File: src/rtl/ervp_memory_fifo_ctrl.sv
// Valid/ready FIFO controller around a 1R1W memory cell with synchronous read and
// write-to-read bypass; the cell's read register doubles as the show-ahead output stage.
module ervp_memory_fifo_ctrl #(
    parameter int unsigned DEPTH = 8,
    parameter int unsigned WIDTH = 32
) (
    input  logic                           clk,
    input  logic                           rstnn,
    input  logic                           clear,
    input  logic                           wvalid,
    output logic                           wready,
    input  logic [WIDTH-1:0]               wdata,
    output logic                           rvalid,
    input  logic                           rready,
    output logic [WIDTH-1:0]               rdata,
    output logic [$clog2(DEPTH+2)-1:0]     count,
    output logic                           empty,
    output logic                           full
);

    localparam int unsigned BW_INDEX  = $clog2(DEPTH);
    localparam int unsigned BW_COUNT  = $clog2(DEPTH + 2);
    localparam int unsigned BW_MCOUNT = $clog2(DEPTH + 1);

    logic [BW_INDEX-1:0]  wptr;
    logic [BW_INDEX-1:0]  rptr;
    logic [BW_MCOUNT-1:0] mem_count;
    logic                 out_valid;

    logic [BW_INDEX-1:0]  wptr_nxt;
    logic [BW_INDEX-1:0]  rptr_nxt;
    logic [BW_MCOUNT-1:0] mem_count_nxt;

    logic                 active;
    logic                 mem_full;
    logic                 mem_empty;
    logic                 push;
    logic                 pop;
    logic                 slot_free;
    logic                 fetch;

    // memory cell interface
    logic                 mem_wenable;
    logic [BW_INDEX-1:0]  mem_windex;
    logic [WIDTH-1:0]     mem_wdata;
    logic [WIDTH-1:0]     mem_wpermit;
    logic                 mem_renable;
    logic [BW_INDEX-1:0]  mem_rindex;
    logic [WIDTH-1:0]     mem_array [DEPTH];
    logic [WIDTH-1:0]     rdata_synch;

    // handshake, fetch decision and status outputs
    always_comb begin
        active    = rstnn & ~clear;
        mem_full  = (mem_count == BW_MCOUNT'(DEPTH));
        mem_empty = (mem_count == '0);

        wready    = active & ~mem_full;
        push      = wvalid & wready;
        rvalid    = rstnn & out_valid;
        pop       = rvalid & rready;
        slot_free = ~out_valid | rready;
        fetch     = slot_free & (~mem_empty | push) & active;

        count     = rstnn ? (BW_COUNT'(mem_count) + BW_COUNT'(out_valid)) : '0;
        empty     = (count == '0);
        full      = rstnn & mem_full;
        rdata     = rdata_synch;
    end

    // pointer increment with wrap at DEPTH-1 (DEPTH need not be a power of 2)
    always_comb begin
        wptr_nxt = (wptr == BW_INDEX'(DEPTH - 1)) ? '0 : wptr + BW_INDEX'(1);
        rptr_nxt = (rptr == BW_INDEX'(DEPTH - 1)) ? '0 : rptr + BW_INDEX'(1);

        mem_count_nxt = mem_count;
        if (push && !fetch) begin
            mem_count_nxt = mem_count + BW_MCOUNT'(1);
        end else if (!push && fetch) begin
            mem_count_nxt = mem_count - BW_MCOUNT'(1);
        end
    end

    // memory cell port drive
    always_comb begin
        mem_wenable = push;
        mem_windex  = wptr;
        mem_wdata   = wdata;
        mem_wpermit = '1;
        mem_renable = fetch;
        mem_rindex  = rptr;
    end

    // controller state; clear flushes exactly like reset
    always_ff @(posedge clk) begin
        if (!rstnn || clear) begin
            wptr      <= '0;
            rptr      <= '0;
            mem_count <= '0;
            out_valid <= 1'b0;
        end else begin
            if (push) begin
                wptr <= wptr_nxt;
            end
            if (fetch) begin
                rptr      <= rptr_nxt;
                out_valid <= 1'b1;
            end else if (pop) begin
                out_valid <= 1'b0;
            end
            mem_count <= mem_count_nxt;
        end
    end

    // memory cell storage: masked write, synchronous read with same-index bypass
    always_ff @(posedge clk) begin
        if (mem_wenable) begin
            mem_array[mem_windex] <= (mem_array[mem_windex] & ~mem_wpermit)
                                   | (mem_wdata & mem_wpermit);
        end
        if (mem_renable) begin
            if (mem_wenable && (mem_windex == mem_rindex)) begin
                rdata_synch <= (mem_array[mem_rindex] & ~mem_wpermit)
                             | (mem_wdata & mem_wpermit);
            end else begin
                rdata_synch <= mem_array[mem_rindex];
            end
        end
    end

endmodule
File: config.mk
export PLATFORM = sky130hd
export DESIGN_NAME = ervp_memory_fifo_ctrl
export DESIGN_NICKNAME = d
export VERILOG_FILES = /design/src/rtl/ervp_memory_fifo_ctrl.sv
export SDC_FILE = /design/constraint.sdc
export NUM_CORES = 1
export LEC_CHECK = 0
export ABC_AREA = 1
export CAP_MARGIN = 20
export CORE_ASPECT_RATIO = 0.7
export CORE_MARGIN = 8
export CORE_UTILIZATION = 50
export DETAILED_ROUTE_END_ITERATION = 7
export PLACE_DENSITY = 0.69
export SLEW_MARGIN = 10
export SYNTH_ARGS = -nofsm -noshare
export SYNTH_HDL_FRONTEND = slang
export SYNTH_SLANG_ARGS = --single-unit
File: constraint.sdc
create_clock -name clk -period 4.8 [get_ports clk]
set_input_delay 0.48 -clock clk [delete_from_list [all_inputs] [get_ports clk]]
set_output_delay 0.48 -clock clk [all_outputs]
set_load 0.02 [all_outputs]
==> results of run 1 <==
path summary, 6_finish.rpt:
check          startpoint            to  cells past startpoint
max          mem_count[0]         empty                      8
min          mem_count[3]  mem_count[3]                      2
max reg2reg  mem_count[0]  mem_count[3]                     14
min reg2reg  mem_count[3]  mem_count[3]                      2
worst max-delay path, stage by stage, from the launching register on:
cell and delay, ns:
dfxtp_1 0.46, ha_1 0.22, ha_1 0.23, nand2_1 0.06, inv_1 0.05, nor3_1 0.16
nand2_1 0.08, inv_1 0.05, clkdlybuf4s50_1 0.60
cells in the final DEF, fill, tap and decap left out, types with 8 or more instances in the layout:
| master | instances |
|---|---|
| nand2_1 | 275 |
| clkbuf_1 | 8 |
| o21ai_1 | 16 |
| o211ai_1 | 19 |
| clkdlybuf4s50_1 | 76 |
| nor2_1 | 209 |
| nor2_4 | 9 |
| nand3_1 | 37 |
| ha_1 | 9 |
| edfxtp_1 | 288 |
| clkbuf_16 | 29 |
| buf_4 | 10 |
| o21ai_0 | 98 |
| a21oi_1 | 20 |
| dfxtp_1 | 9 |
| inv_1 | 52 |
per-layer routing:
layer  up-vias  part of all wire [%]
met1      3822                    47
met3        35                   6.9
met2       282                    44
met4         0                   1.6
met5         -                     0
li1       3918                     -
power groups by stage:
stage	logic (mW)	registers, mW	clock network, mW
final	0.297	2.90	2.13
after floorplan	0.148	2.97	0
after CTS	0.295	2.90	2.16
after global placement	0.288	2.96	0
after detailed placement	0.292	2.96	0
after global routing	0.328	2.90	2.26
sequential cells by signal, summed over array words and instances, names as in the netlist:
name and cells:
mem_rindex 3, out_valid 1, mem_array 256, mem_windex 3, rdata 32, mem_count 4
layout make-up:
class / count / area (µm²) / area share, %
timing repair buffer: 94 / 1030 / 7.07
clock inverter: 9 / 67.6 / 0.465
tap: 325 / 407 / 2.80
inverter: 56 / 210 / 1.45
multi-input combinational: 706 / 3160 / 21.7
sequential: 299 / 8870 / 61.0
clock buffer: 40 / 797 / 5.48
cell families (layout without fill, tap and decap cells):
| logic type | Yosys count | in the layout |
|---|---|---|
| AND/OR/NAND/NOR | 538 | 538 |
| AO/OA/AOI/OAI | 153 | 153 |
| flip-flops | 299 | 299 |
| buffers and inverters | 115 | 199 |
| adder cells (fa/ha/maj) | 10 | 10 |
| XOR/XNOR | 5 | 5 |
stage by stage:
step,worst slack (ns),instances,hold slack (ns),total power [mW]
2_1_floorplan,1.92,1120,0.450,3.12
3_3_place_gp,1.45,1472,0.477,3.25
3_5_place_dp,1.38,1473,0.501,3.25
4_1_cts,1.84,1522,0.514,5.35
5_1_grt,1.73,1529,0.539,5.49
6_report,1.87,1529,0.504,5.32
==> results.md, run 1 <==
* Core footprint at roughly 25000 µm²
* Power density normalized to cell area at between 300 and 400 nW/µm²
* Relative contribution of sequential cells to total power at a little over half
* Most frequent cells after synthesis: edfxtp_1, nand2_1, nor2_1
* Fraction of final layout cells sized beyond drive strength 1 at between 6 and 7%
* Data arrival time of the critical path at around 2.5 ns
* Net count, final at 1232
* HPWL after DPL at 15.6 mm
* Hold_buf cts at 0
* Number of detailed-route iterations in the first pass at 5
* Normalized max-slew margin at a little under a third
* Worst Setup End Kind: primary output
* Fraction of power consumed by combinational cells at 5.6%
* Insertion delay to the later sink of the worst-skew pair at between 0.5 and 0.6 ns
* Net switching fraction of the power at a little over a fifth
* Initial Utilization at ~50%
* Setup-violating endpoint count in the final report at 0
* Critical path required time at ~4.3 ns
* First-pass GRT wire length at 44.2 mm
* Cell type contributing the most total cell area after synthesis: edfxtp_1
* Yosys warns at 0
* CTS H-tree depth at 1
* Die area at just over 30000 µm²
* Path type of the worst min-delay path: register to register
* Largest voltage drop on the vdd net at 0.298 mV
* Adder and majority gate portion of the synthesized area at between 1 and 1.5%
* Sum of overflow across all layers after global routing at 0
* Number of distinct library cells after synthesis at 27
* Met1 usage in global routing at 27.3%
* Maximum number of pins on one net before global-route repair at 98
* Setup skew after layout at roughly 0.013 ns
* Number of clock sinks seen by CTS at between 200 and 300
* CTS root buf: clkbuf_16
* Simple-gate share of the synthesized area at between 10% and 20%
* Cts bufs inserted at 28
* Setup repair after global routing missed its margin: no
* Routed via count divided by cell count at 5.27
* Total setup buffers inserted after CTS at 0
* CTS-repair resized insts at 0
* Number of standard-cell rows in the floorplan at 48
* Number of enable-type register cells in the synthesized netlist at around 290
* Maximum fanout along the worst path at 5
* Proportion of synthesized area in mux cells at 0%
* Slew Viols, Final at 0
* Syn Inst Count at between 1k and 1.5k
* Final Util at between 50% and 60%
* Dominant combinational cell family by area after synthesis: simple AND/OR/NAND/NOR gates
* Routed Wire Length at ~28 mm
* Biggest area contributors in the synthesized netlist: edfxtp_1, nand2_1, nor2_1
* Fraction of synthesized cell area in xor and xnor cells at 0.351%
* Number of antenna violations at the first check in global routing at 0
* Synthesis-to-layout area growth at 16.4%
* Startpoint Class: register
* Top-level I/O count at 77
* Final period demand of the worst path at 2.93 ns
* Layout Cell Area excl Fill at between 10000 and 15000 µm²
* Net switching power figure at 1.13 mW
* Most crowded layer after global routing: met2
* Synthesized area at approximately 12000 µm²
* Placed cell area at around 13000 µm²
* Buffers from clock root to sink, at most at 3
* TritonCTS clock tree: built
* Drc violations at 0
* R2r setup slk at 2.11 ns
* Compound-gate portion of the synthesized area at under 10%
* Area fraction of the dominant cell type after synthesis at approximately 70%
* Placer Congestion at around 0.77
* Iteration-0 DRC count of the detailed router at just over 700
* Via count of the first global-routing pass at ~7.9k
* Cell-internal power at 4.19 mW
* Height of the die at between 100 and 150 µm
* Top-count cell post-synth: edfxtp_1
* Post-synth net total at approximately 1.2k
* MaxCap Viol Count at 0
* TNS Setup at 0 ns
* Detail-routed net length per standard cell at roughly 19 µm
* Leakage component of the power at ~5.4 nW
* Met2 Resource Use GR at between 20 and 30%
* Worst-margin pin slew at 1.04 ns
* Die X at between 200 and 250 µm
* Relative contribution of the clock network to total power at about two fifths
* Filler Cell Count at 2022
* Count of input and output buffers at 76
* Flip-flop and latch count after synthesis at approximately 300
* Share of synthesized flip-flops with an asynchronous set or reset at 0%
* Final hold violation count at 0
* Sequential share of the synthesized area at between 70% and 80%
* Clock-pin slew on the worst setup and hold paths at around 0.070 ns
* Path type of the worst setup path: register to primary output
* Top achievable clock speed at ~0.34 GHz
* Part of the cycle the worst path needs at about three fifths
* Count of antenna diodes in the layout at 0
* Most frequently used flop master after synthesis: edfxtp_1
* Mean Syn Cell Area at 11.2 µm²
* Count of vias placed by the detailed router at 8057
* Met3 Use GR at between 3 and 4%
* Antenna viol nets, final at 0
* Run status: complete, no violations
* Overall routing resource usage at around 18%
No activity file was read; power rests on OpenSTA's default activity.
==> run 2, diff against run 1 <==
Settings changed: PLACE_DENSITY 0.69 to 0.72.
Clock period 4.8 ns to 2.5 ns, I/O delays scaled along.
==> run 2 against run 1 <==
- final cell count rose by 1.7%
- final area is 1.6% higher
- hold slack worse by 0.14 ns
- first-iteration DRC count fell by 14%
- utilization grew 0.94 points
- total power rose by 89%
- critical path depth fell by 3
- routed wire length shrank 5.4%
==> results.md, run 2 (synthesis gave the netlist of run 1 again) <==
* HPWL after DPL at 16.2 mm
* Number of standard-cell rows in the floorplan at 48
* Net count, final at ~1.3k
* CTS root buf: clkbuf_16
* Leakage component of the power at 5.53 nW
* Die area at between 30000 and 40000 µm²
* Detail-routed net length per standard cell at 17.2 µm
* Cts bufs inserted at 28
* Data arrival time of the critical path at ~2.1 ns
* R2r setup slk at just over 0.3 ns
* Routed via count divided by cell count at around 5.2
* Worst-path cell chain: ha_1 > ha_1 > nand2_1 > inv_1 > clkdlybuf4s50_1
* Worst path top cell family by delay: buffers and inverters
* Power density normalized to cell area at 683 nW/µm²
* Highest-count cells in the layout ignoring fill and taps: edfxtp_1, nand2_1, nor2_1
* Top achievable clock speed at around 0.43 GHz
* Relative contribution of sequential cells to total power at roughly 55%
* Library cell appearing most often on the critical path: ha_1
* Fraction of power consumed by combinational cells at under 10%
* Maximum fanout along the worst path at 5
* Relative contribution of the clock network to total power at 38.9%
* Core footprint at ~25000 µm²
* Setup repair after global routing missed its margin: no
* Buffers from clock root to sink, at most at 3
* Top-level I/O count at 77
* Delay contributed by the slowest stage of the critical path at 0.61 ns
* Most common cell after layout, fill and taps aside: edfxtp_1
* Insertion delay to the later sink of the worst-skew pair at about 0.53 ns
* Largest voltage drop on the vdd net at approximately 0.47 mV
* Routed Wire Length at ~27 mm
* Drc violations at 0
* Net switching fraction of the power at 20.9%
* Reg2reg start: mem_count[1]
* Crit-path slowest cell: clkdlybuf4s50_1
* Largest register FFs at roughly 260
* Number of detailed-route iterations in the first pass at 5
* Fraction of final layout cells sized beyond drive strength 1 at under 10%
* TritonCTS clock tree: built
* Via count of the first global-routing pass at just under 8k
* Path type of the worst setup path: register to primary output
* Count of vias placed by the detailed router at about 8.1k
* Sum of overflow across all layers after global routing at 0
* Overall routing resource usage at between 15 and 20%
* Antenna viol nets, final at 0
* Maximum number of pins on one net before global-route repair at 95
* CTS H-tree depth at 1
* Worst Setup End Kind: primary output
* Final hold violation count at 0
* Run status: complete, no violations
* Setup skew after layout at 0.0197 ns
* Cell-internal power at ~8.0 mW
* Count of antenna diodes in the layout at 0
* Net switching power figure at roughly 2.1 mW
* Slew Viols, Final at 0
* Height of the die at between 100 and 150 µm
* Number of antenna violations at the first check in global routing at 0
* Synthesis-to-layout area growth at 18.2%
* Source of the worst hold timing path: rready
* Part of the cycle the worst path needs at between 90% and 100%
* Hold_buf cts at 0
* Final worst-path setup slack at around 0.15 ns
* Setup-violating endpoint count in the final report at 0
* Final period demand of the worst path at ~2.4 ns
* Die X at slightly above 200 µm
* Final Util at approximately three fifths
* Placer Congestion at 0.755
* Worst path buffer plus inverter count at 2
* First-pass GRT wire length at 43.2 mm
* Worst-margin pin slew at between 0.9 and 1 ns
* Critical path required time at 2.25 ns
* Path type of the worst min-delay path: input port to register
* Count of input and output buffers at 76
* Clock-pin slew on the worst setup and hold paths at around 0.06 ns
* Worst setup slack before clock tree synthesis at 0.0648 ns
* Normalized max-slew margin at 38.4%
* Initial Utilization at 50.7%
* Iteration-0 DRC count of the detailed router at 620
* Number of clock sinks seen by CTS at 299
* Startpoint Class: register
* MaxCap Viol Count at 0
* Source of the critical timing path: mem_count[0]
* Reg with most FFs: mem_array
==> run 2: path summary, 6_finish.rpt <==
check	endpoint	cells after the start
setup / recovery	count[1]	5
hold / removal	out_valid	4
setup reg to reg	mem_count[3]	14
hold reg to reg	mem_count[3]	2
==> run 2: power by group through the flow <==
stage | clock [mW] | sequential (mW) | combinational, mW
after global routing | 4.20 | 5.57 | 0.659
after detailed placement | 0 | 5.67 | 0.593
after global placement | 0 | 5.67 | 0.582
after CTS | 4.00 | 5.57 | 0.595
after floorplan | 0 | 5.70 | 0.284
final | 3.93 | 5.57 | 0.592
==> run 2: layout make-up <==
class / instances / area, µm²
Sequential cell: 299 / 8870
Clock buffer: 34 / 744
Multi-Input combinational cell: 706 / 3160
Fill cell: 1971 / 9850
Clock inverter: 17 / 101
Inverter: 56 / 210
Tap cell: 325 / 407
Timing Repair Buffer: 118 / 1280
==> run 2: timing repair <==
action,CTS,global route
hold endpoints to repair,0,0
setup endpoints to repair,1,1
resized for setup,2,1
buffers inserted,0,0
==> run 2: layer usage <==
metal | up-vias | part of all wire [%] | GRT usage [%] | wire length, µm
met2 | 253 | 45 | 27.3 | 11900
met4 | 0 | 0.88 | 2.89 | 235
li1 | 3978 | - | - | -
met3 | 18 | 7.4 | 2.65 | 1980
met1 | 3834 | 47 | 26.6 | 12700
met5 | - | 0 | 0 | 0
==> run 2: tightest hold or removal path: stages <==
cell	delay [ns]
clkdlybuf4s50_1	0.45
nor2_1	0.06
nand2_1	0.06
nand2_1	0.04
==> run 2: metrics by stage <==
step                      total power, mW  instances  area [µm²]  hold WS [ns]  TNS [ns]
after detailed placement             6.27       1504       13900         0.470         0
after global routing                 10.4       1555       14800         0.388         0
after floorplan                      5.98       1120       12500         0.349    -61.25
final                                10.1       1555       14800         0.367         0
after CTS                            10.2       1555       14800         0.358         0
after global placement               6.25       1504       13900         0.468         0
==> run 3, diff against run 2 <==
Settings changed: SKIP_LAST_GASP set to 1.
==> results of run 3 <==
Final layout, timing and power as in run 2 (identical DEF).
